[config.mk]
export PLATFORM = sky130hd
export DESIGN_NAME = switch_select_debounce
export DESIGN_NICKNAME = d
export VERILOG_FILES = /design/src/rtl/switch_select_debounce.sv
export SDC_FILE = /design/constraint.sdc
export NUM_CORES = 1
export LEC_CHECK = 0
export ABC_AREA = 1
export CAP_MARGIN = 5
export CELL_PAD_IN_SITES_DETAIL_PLACEMENT = 0
export CELL_PAD_IN_SITES_GLOBAL_PLACEMENT = 1
export CORE_MARGIN = 2
export CORE_UTILIZATION = 49
export CTS_BUF_LIST = sky130_fd_sc_hd__clkbuf_2 sky130_fd_sc_hd__clkbuf_4 sky130_fd_sc_hd__clkbuf_8
export DETAILED_ROUTE_END_ITERATION = 7
export PLACE_DENSITY_LB_ADDON = 0.1
export SYNTH_ARGS = -nofsm -noshare
export SYNTH_HDL_FRONTEND = slang
export SYNTH_SLANG_ARGS = --single-unit
[constraint.sdc]
create_clock -name i_Clk -period 1.95 [get_ports i_Clk]
set_input_delay 0.39 -clock i_Clk [delete_from_list [all_inputs] [get_ports i_Clk]]
set_output_delay 0.39 -clock i_Clk [all_outputs]
set_load 0.03 [all_outputs]
[src/rtl/switch_select_debounce.sv]
// switch_select_debounce: 2-flop synchronisers and per-switch debounce FSMs feeding the demux selects.
// Define SELECT_CYCLE_EN for step mode (presses step a 2-bit select); default build is level mode.
module switch_select_debounce #(
   parameter int unsigned DEBOUNCE_LIMIT = 250000
) (
   input  logic i_Clk,
   input  logic i_Rst_L,
   input  logic i_Switch_1,
   input  logic i_Switch_2,
   output logic o_Sel0,
   output logic o_Sel1,
   output logic o_Change
);

   localparam int unsigned   CW      = $clog2(DEBOUNCE_LIMIT);
   localparam logic [CW-1:0] CNT_MAX = CW'(DEBOUNCE_LIMIT - 1);

   typedef enum logic {STABLE, CHANGING} state_t;

   logic [1:0]    w_Pin;
   logic [1:0]    r_Sync1;
   logic [1:0]    r_Sync2;
   logic [1:0]    r_Level;
   logic [1:0]    w_Level_Next;
   state_t        r_State      [2];
   state_t        w_State_Next [2];
   logic [CW-1:0] r_Count      [2];
   logic [CW-1:0] w_Count_Next [2];
   logic [1:0]    r_Sel;
   logic [1:0]    w_Sel_Next;
   logic          r_Change;

   assign w_Pin = {i_Switch_2, i_Switch_1};

   always_ff @(posedge i_Clk or negedge i_Rst_L) begin
      if (!i_Rst_L) begin
         r_Sync1 <= '0;
         r_Sync2 <= '0;
         r_Level <= '0;
         for (int unsigned i = 0; i < 2; i++) begin
            r_State[i] <= STABLE;
            r_Count[i] <= '0;
         end
      end else begin
         r_Sync1 <= w_Pin;
         r_Sync2 <= r_Sync1;
         r_Level <= w_Level_Next;
         for (int unsigned i = 0; i < 2; i++) begin
            r_State[i] <= w_State_Next[i];
            r_Count[i] <= w_Count_Next[i];
         end
      end
   end

   always_comb begin
      w_Level_Next = r_Level;
      for (int unsigned i = 0; i < 2; i++) begin
         w_State_Next[i] = r_State[i];
         w_Count_Next[i] = r_Count[i];
         case (r_State[i])
            STABLE: begin
               if (r_Sync2[i] != r_Level[i]) begin
                  w_State_Next[i] = CHANGING;
                  w_Count_Next[i] = '0;
               end
            end
            CHANGING: begin
               if (r_Sync2[i] == r_Level[i]) begin
                  w_State_Next[i] = STABLE;
                  w_Count_Next[i] = '0;
               end else if (r_Count[i] == CNT_MAX) begin
                  w_Level_Next[i] = r_Sync2[i];
                  w_State_Next[i] = STABLE;
                  w_Count_Next[i] = '0;
               end else begin
                  w_Count_Next[i] = r_Count[i] + 1'b1;
               end
            end
            default: begin
               w_State_Next[i] = STABLE;
               w_Count_Next[i] = '0;
            end
         endcase
      end
   end

`ifdef SELECT_CYCLE_EN
   // Press edges are taken from the next-level so the select moves in the acceptance cycle.
   logic [1:0] w_Rise;
   assign w_Rise = w_Level_Next & ~r_Level;

   always_comb begin
      w_Sel_Next = r_Sel;
      case (w_Rise)
         2'b01:   w_Sel_Next = r_Sel + 2'd1;
         2'b10:   w_Sel_Next = r_Sel - 2'd1;
         default: w_Sel_Next = r_Sel;
      endcase
   end
`else
   assign w_Sel_Next = w_Level_Next;
`endif

   always_ff @(posedge i_Clk or negedge i_Rst_L) begin
      if (!i_Rst_L) begin
         r_Sel    <= '0;
         r_Change <= 1'b0;
      end else begin
         r_Sel    <= w_Sel_Next;
         r_Change <= (w_Sel_Next != r_Sel);
      end
   end

   assign o_Sel0   = r_Sel[0];
   assign o_Sel1   = r_Sel[1];
   assign o_Change = r_Change;

endmodule

==> results of run 1 <==
[worst paths after layout]
kind                            slack, ps                 endpoint                   start  cells past startpoint
worst min-delay path                   80  r_Count[32]$_DFFE_PN0P_                 i_Rst_L                      1
min in group i_Clk                    350     r_Sync2[1]$_DFF_PN0_    r_Sync1[1]$_DFF_PN0_                      0
max in group asynchronous            1350   r_Count[1]$_DFFE_PN0P_                 i_Rst_L                      2
worst min register to register        350     r_Sync2[1]$_DFF_PN0_    r_Sync1[1]$_DFF_PN0_                      0
worst max register to register        250  r_Count[17]$_DFFE_PN0P_  r_Count[0]$_DFFE_PN0P_                     10
worst max-delay path                  140                   o_Sel1      r_Sel[1]$_DFF_PN0_                      1
[per-stage QoR]
stage	hold WS (ps)	instances	cell area (µm²)	util	total power, W
finish	76.0	389	2800	0.548	0.00174
floorplan	94.4	310	2590	-	0.00108
global placement	339	381	2700	0.528	0.00112
detailed placement	335	381	2700	0.528	0.00112
CTS	79.9	389	2800	0.548	0.00177
global route	125	389	2800	0.548	0.00181
[cell usage after synthesis, types with 2 or more instances]
master	number	share of area
nand4_1	5	0.012
nor2_1	19	0.028
buf_4	2	0.0058
ha_1	2	0.0097
nand2_4	3	0.013
buf_2	2	0.0039
nand3_1	31	0.060
o21ai_0	3	0.0058
a21oi_1	8	0.015
o21ai_2	4	0.014
o22ai_2	6	0.029
xor2_1	16	0.054
nand2_1	72	0.10
dfrtp_1	45	0.43
o22ai_1	2	0.0048
nor2_4	8	0.035
inv_1	30	0.043
o21ai_1	17	0.033
inv_2	6	0.0087
nand2_2	7	0.017
nor2_2	7	0.017
xnor2_1	4	0.014
[per-layer routing]
layer	part of all wire	track usage
met4	0.0095	0.0491
met3	0.031	0.0388
met5	0	0
met2	0.40	0.260
met1	0.56	0.306
[flip-flops by register name (all words and copies together), names as in the netlist]
register  flops
o_Change      1
r_Sync2       2
r_Sync1       2
r_State       2
r_Sel         2
r_Count      36
[where the power goes]
part           internal [W]  switching [W]  total (W)
combinational     0.0000358      0.0000931   0.000129
clock              0.000321       0.000321   0.000642
sequential         0.000950      0.0000160   0.000966
[final cells by class]
cell class | count | share of cell area
Multi-Input combinational cell | 222 | 0.454
Sequential cell | 45 | 0.402
Clock buffer | 7 | 0.0344
Timing Repair Buffer | 7 | 0.0268
Tap cell | 70 | 0.0313
Inverter | 37 | 0.0496
Clock inverter | 1 | 0.00179
[kinds of logic (layout without fill, tap and decap cells)]
| logic type | count (synthesis) | after routing |
|---|---|---|
| AOI/OAI and AO/OA | 43 | 43 |
| xor gates and xnor gates | 21 | 21 |
| adders and majority gates | 2 | 2 |
| buffers and inverters | 43 | 52 |
| DFF | 45 | 45 |
| and+or+nand+nor | 156 | 156 |
[layout by cell type, fill, tap and decap left out, types with 5 or more instances in the layout]
cell type / count
inv_2: 6
dfrtp_1: 45
nand2_2: 7
inv_1: 30
nand4_1: 5
clkdlybuf4s50_1: 5
nand3_1: 31
nor2_2: 7
a21oi_1: 8
clkbuf_8: 7
xor2_1: 16
o21ai_1: 17
o22ai_2: 6
nor2_1: 19
nor2_4: 8
nand2_1: 72
==> metrics, run 1 <==
run status complete, no violations; core area 5110 µm²; Netlist cell types 33; CP endpoint kind primary output; Worst setup SP type register; Tot GR Track Use 0.191; CP Class reg -> out; CP max-delay cell clkdlybuf4s50_1; hold crit path type in -> async; Slew headroom 0.627; Rows 26; period utilisation layout 0.927; Post-Synth Adder-Cell Area 0.00965; largest family of logic cells by synthesized area simple AND/OR/NAND/NOR gates; H-tree depth 2; GPL Wtd Cong 0.784; Final Setup Violations 0; first-pass GRT wire length 9050 µm; Max Cap Viol 0; crit path DAT 1420 ps; clk root buf clkbuf_8; setup ws final 142 ps; CTS tree done; die width 76.7 µm; Final Max Tran Viols 0; # DRC 0; WL per Instance 12.9 µm; setup TNS 0 ps; Yosys warnings 0; compound-gate portion of the synthesized area 0.111; port bufs 6; WL final 5030 µm; Max Root-Sink Buffers 2; Peak VDD IR 0.342 mV; clk_skew 5.73 ps; Starting Density 0.508; post-DR vias/cell 5.13; largest net degree at the start of global routing 24; cell area after synthesis 2590 µm²; die height 76.7 µm; vias in the first global route 1846; DP Worst Slack 253 ps; Final min period 1810 ps; Top-Level Pins 7; Seq cells post-synth 45; CP peak stage delay 700 ps; setup repair bufs after CTS 0; P&R area growth vs syn 8.01%; post-CTS sizing 0; setup repair after global routing missed its margin no; Post-Syn Instances 310; Iter 0 DRT Violations 118; CP Cell Sequence clkdlybuf4s50_1; Leak 1.14 nW; GRT Residual Overflow 0; post-synthesis xor/xnor area fraction 0.0738; share of cells above drive strength 1 0.169; post-synth net total 316; Worst Path Buf+Inv 1; Post-Synth Simple-Gate Area 0.296; Final Hold Fails 0; Register Area 1130 µm²; register area share after synthesis 0.434; initial antenna violation count 0; area occupied by multi-input gates 1270 µm²; Final #Nets 324; die area 5890 µm²; Clk Latency, worst-skew pair 300 ps; Hold Buf Count CTS 0; clk sink count 45; Vias 1994; Worst-path clk slew 80 ps; critical path's top delay family buffers and inverters; Post-synth EDFFs 0; CP max FO 3; # diodes 0; Pre-Repair DR Iteration Count 4; Synth Flop Type dfrtp_1; fmax 553 MHz; DP HPWL 3610 µm; # fillers 513; worst-margin pin slew 560 ps; Required @ worst endpoint 1560 ps; Post-synth ARST share 1.00; total CTS buffers 5; Final ANT Viol Nets 0; Avg Inst Size Synth 8.36 µm²; Cell Pwr Density 620 nW/µm²; proportion of synthesized area in mux cells 0
(Power assumes the default switching activity.)
==> inputs of run 2 (changes only) <==
--- a/config.mk
+++ b/config.mk
@@ -17,3 +17,4 @@
 export SYNTH_ARGS = -nofsm -noshare
 export SYNTH_HDL_FRONTEND = slang
 export SYNTH_SLANG_ARGS = --single-unit
+export TNS_END_PERCENT = 30
==> results of run 2 <==
No change in the layout: final DEF, timing and power equal those of run 1.
==> inputs of run 3 (changes only) <==
--- a/config.mk
+++ b/config.mk
@@ -7,13 +7,11 @@
 export LEC_CHECK = 0
 export ABC_AREA = 1
 export CAP_MARGIN = 5
-export CELL_PAD_IN_SITES_DETAIL_PLACEMENT = 0
-export CELL_PAD_IN_SITES_GLOBAL_PLACEMENT = 1
 export CORE_MARGIN = 2
-export CORE_UTILIZATION = 49
+export CORE_UTILIZATION = 55
 export CTS_BUF_LIST = sky130_fd_sc_hd__clkbuf_2 sky130_fd_sc_hd__clkbuf_4 sky130_fd_sc_hd__clkbuf_8
 export DETAILED_ROUTE_END_ITERATION = 7
-export PLACE_DENSITY_LB_ADDON = 0.1
+export PLACE_DENSITY = 0.72
 export SYNTH_ARGS = -nofsm -noshare
 export SYNTH_HDL_FRONTEND = slang
 export SYNTH_SLANG_ARGS = --single-unit
==> run 3 against run 2 <==
Compared with the run above: total power rose by 5.5%; count of clock-buffer cells in the layout unchanged; combinational power decreased by 5%; final cell count shrank 4.6%; register-to-register slack gained 40 ps; largest cell class unchanged.
==> metrics, run 3 (synthesized netlist as in run 1, its figures left out) <==
Tot GR Track Use 0.206; max reg flops 36; Final Setup Violations 0; Clk Latency, worst-skew pair 300 ps; Final ANT Viol Nets 0; total CTS buffers 5; die area 5280 µm²; initial antenna violation count 0; Final min period 1780 ps; area occupied by multi-input gates 1270 µm²; setup ws final 168 ps; # DRC 0; Rows 24; Max Root-Sink Buffers 2; CP max-delay cell clkdlybuf4s50_1; Sw Share 0.227; period utilisation layout 0.914; hold crit path type in -> async; Iter 0 DRT Violations 184; Cell Pwr Density 658 nW/µm²; die width 72.7 µm; fmax 561 MHz; setup repair after global routing missed its margin no; Clk pwr share 0.406; Slew headroom 0.630; CTS tree done; post-CTS sizing 0; Final Hold Fails 0; DP Worst Slack 276 ps; Starting Density 0.583; clk sink count 45; port bufs 6; Leak 1.14 nW; crit path DAT 1390 ps; Hold Buf Count CTS 0; critical path's top delay family buffers and inverters; Vias 1977; Final #Nets 324; setup TNS 0 ps; clk root buf clkbuf_8; Largest Register r_Count; DP HPWL 3370 µm; die height 72.7 µm; Worst setup SP type register; cells on worst reg2reg path 10; CP endpoint kind primary output; P&R area growth vs syn 7.38%; commonest non-fill, non-tap cells in the layout nand2_1, dfrtp_1, nand3_1, inv_1, nor2_1; Required @ worst endpoint 1560 ps; P_int 0.00142 W; first-pass GRT wire length 8510 µm; Peak VDD IR 0.465 mV; CP peak stage delay 690 ps; H-tree depth 2; Worst Path Buf+Inv 1; run status complete, no violations; clk_skew 11.9 ps; Switch Pwr 0.000417 W; Max Cap Viol 0; WL per Instance 12.8 µm; GPL Wtd Cong 0.832; core area 4440 µm²; Seq pwr share 0.528; CP max FO 3; WP depth 1; commonest non-fill, non-tap cell in the layout nand2_1; Pwr Total 0.00183 W; vias in the first global route 1855; Register Area 1130 µm²; share of cells above drive strength 1 0.169; Pre-Repair DR Iteration Count 4; largest net degree at the start of global routing 46; WL final 4740 µm; post-DR vias/cell 5.33; Worst-path clk slew 90 ps; # fillers 376; GRT Residual Overflow 0; worst-margin pin slew 555 ps; # diodes 0; Final Max Tran Viols 0; CP Cell Sequence clkdlybuf4s50_1; CP Class reg -> out; Top-Level Pins 7; setup repair bufs after CTS 0; Comb power frac 0.066
## run 3: stage by stage
stage                     cell area (µm²)  hold slack [ps]  std cells  utilization
final                                2780              159        371        0.626
after global routing                 2780              211        371        0.626
after CTS                            2780              186        371        0.626
after detailed placement             2660              337        363        0.599
after global placement               2660              333        363        0.599
after floorplan                      2590             94.4        310            -
## run 3: final timing paths
check / startpoint / endpoint / slack (ps)
worst min register to register: r_Sync1[1]$_DFF_PN0_ / r_Sync2[1]$_DFF_PN0_ / 350
max in group asynchronous: i_Rst_L / r_Count[0]$_DFFE_PN0P_ / 1400
worst min-delay path: i_Rst_L / r_Count[33]$_DFFE_PN0P_ / 160
min in group i_Clk: r_Sync1[1]$_DFF_PN0_ / r_Sync2[1]$_DFF_PN0_ / 350
worst max register to register: r_Count[0]$_DFFE_PN0P_ / r_Count[17]$_DFFE_PN0P_ / 290
worst max-delay path: r_Sel[1]$_DFF_PN0_ / o_Sel1 / 170
## run 3: cell type report
type / instances / share of cell area
multi-input cells: 222 / 0.457
flip-flops and latches: 45 / 0.404
clock inverters: 1 / 0.0108
clock buffers: 7 / 0.0324
well taps: 52 / 0.0234
repair buffers: 7 / 0.0225
inverters: 37 / 0.0499
## run 3: routing by layer
layer  GRT usage  share of wire  vias to the layer above
met4      0.0802         0.0089                        0
met5           0              0                        -
li1            -              -                     1017
met1       0.310           0.52                      929
met3      0.0304          0.036                        4
met2       0.299           0.43                       27
## run 3: power by group through the flow
stage	logic [W]	clock network (W)	registers, W
floorplan	0.0000954	0	0.000982
global placement	0.000124	0	0.000984
detailed placement	0.000124	0	0.000985
CTS	0.000125	0.000763	0.000967
global route	0.000139	0.000795	0.000969
finish	0.000122	0.000744	0.000967
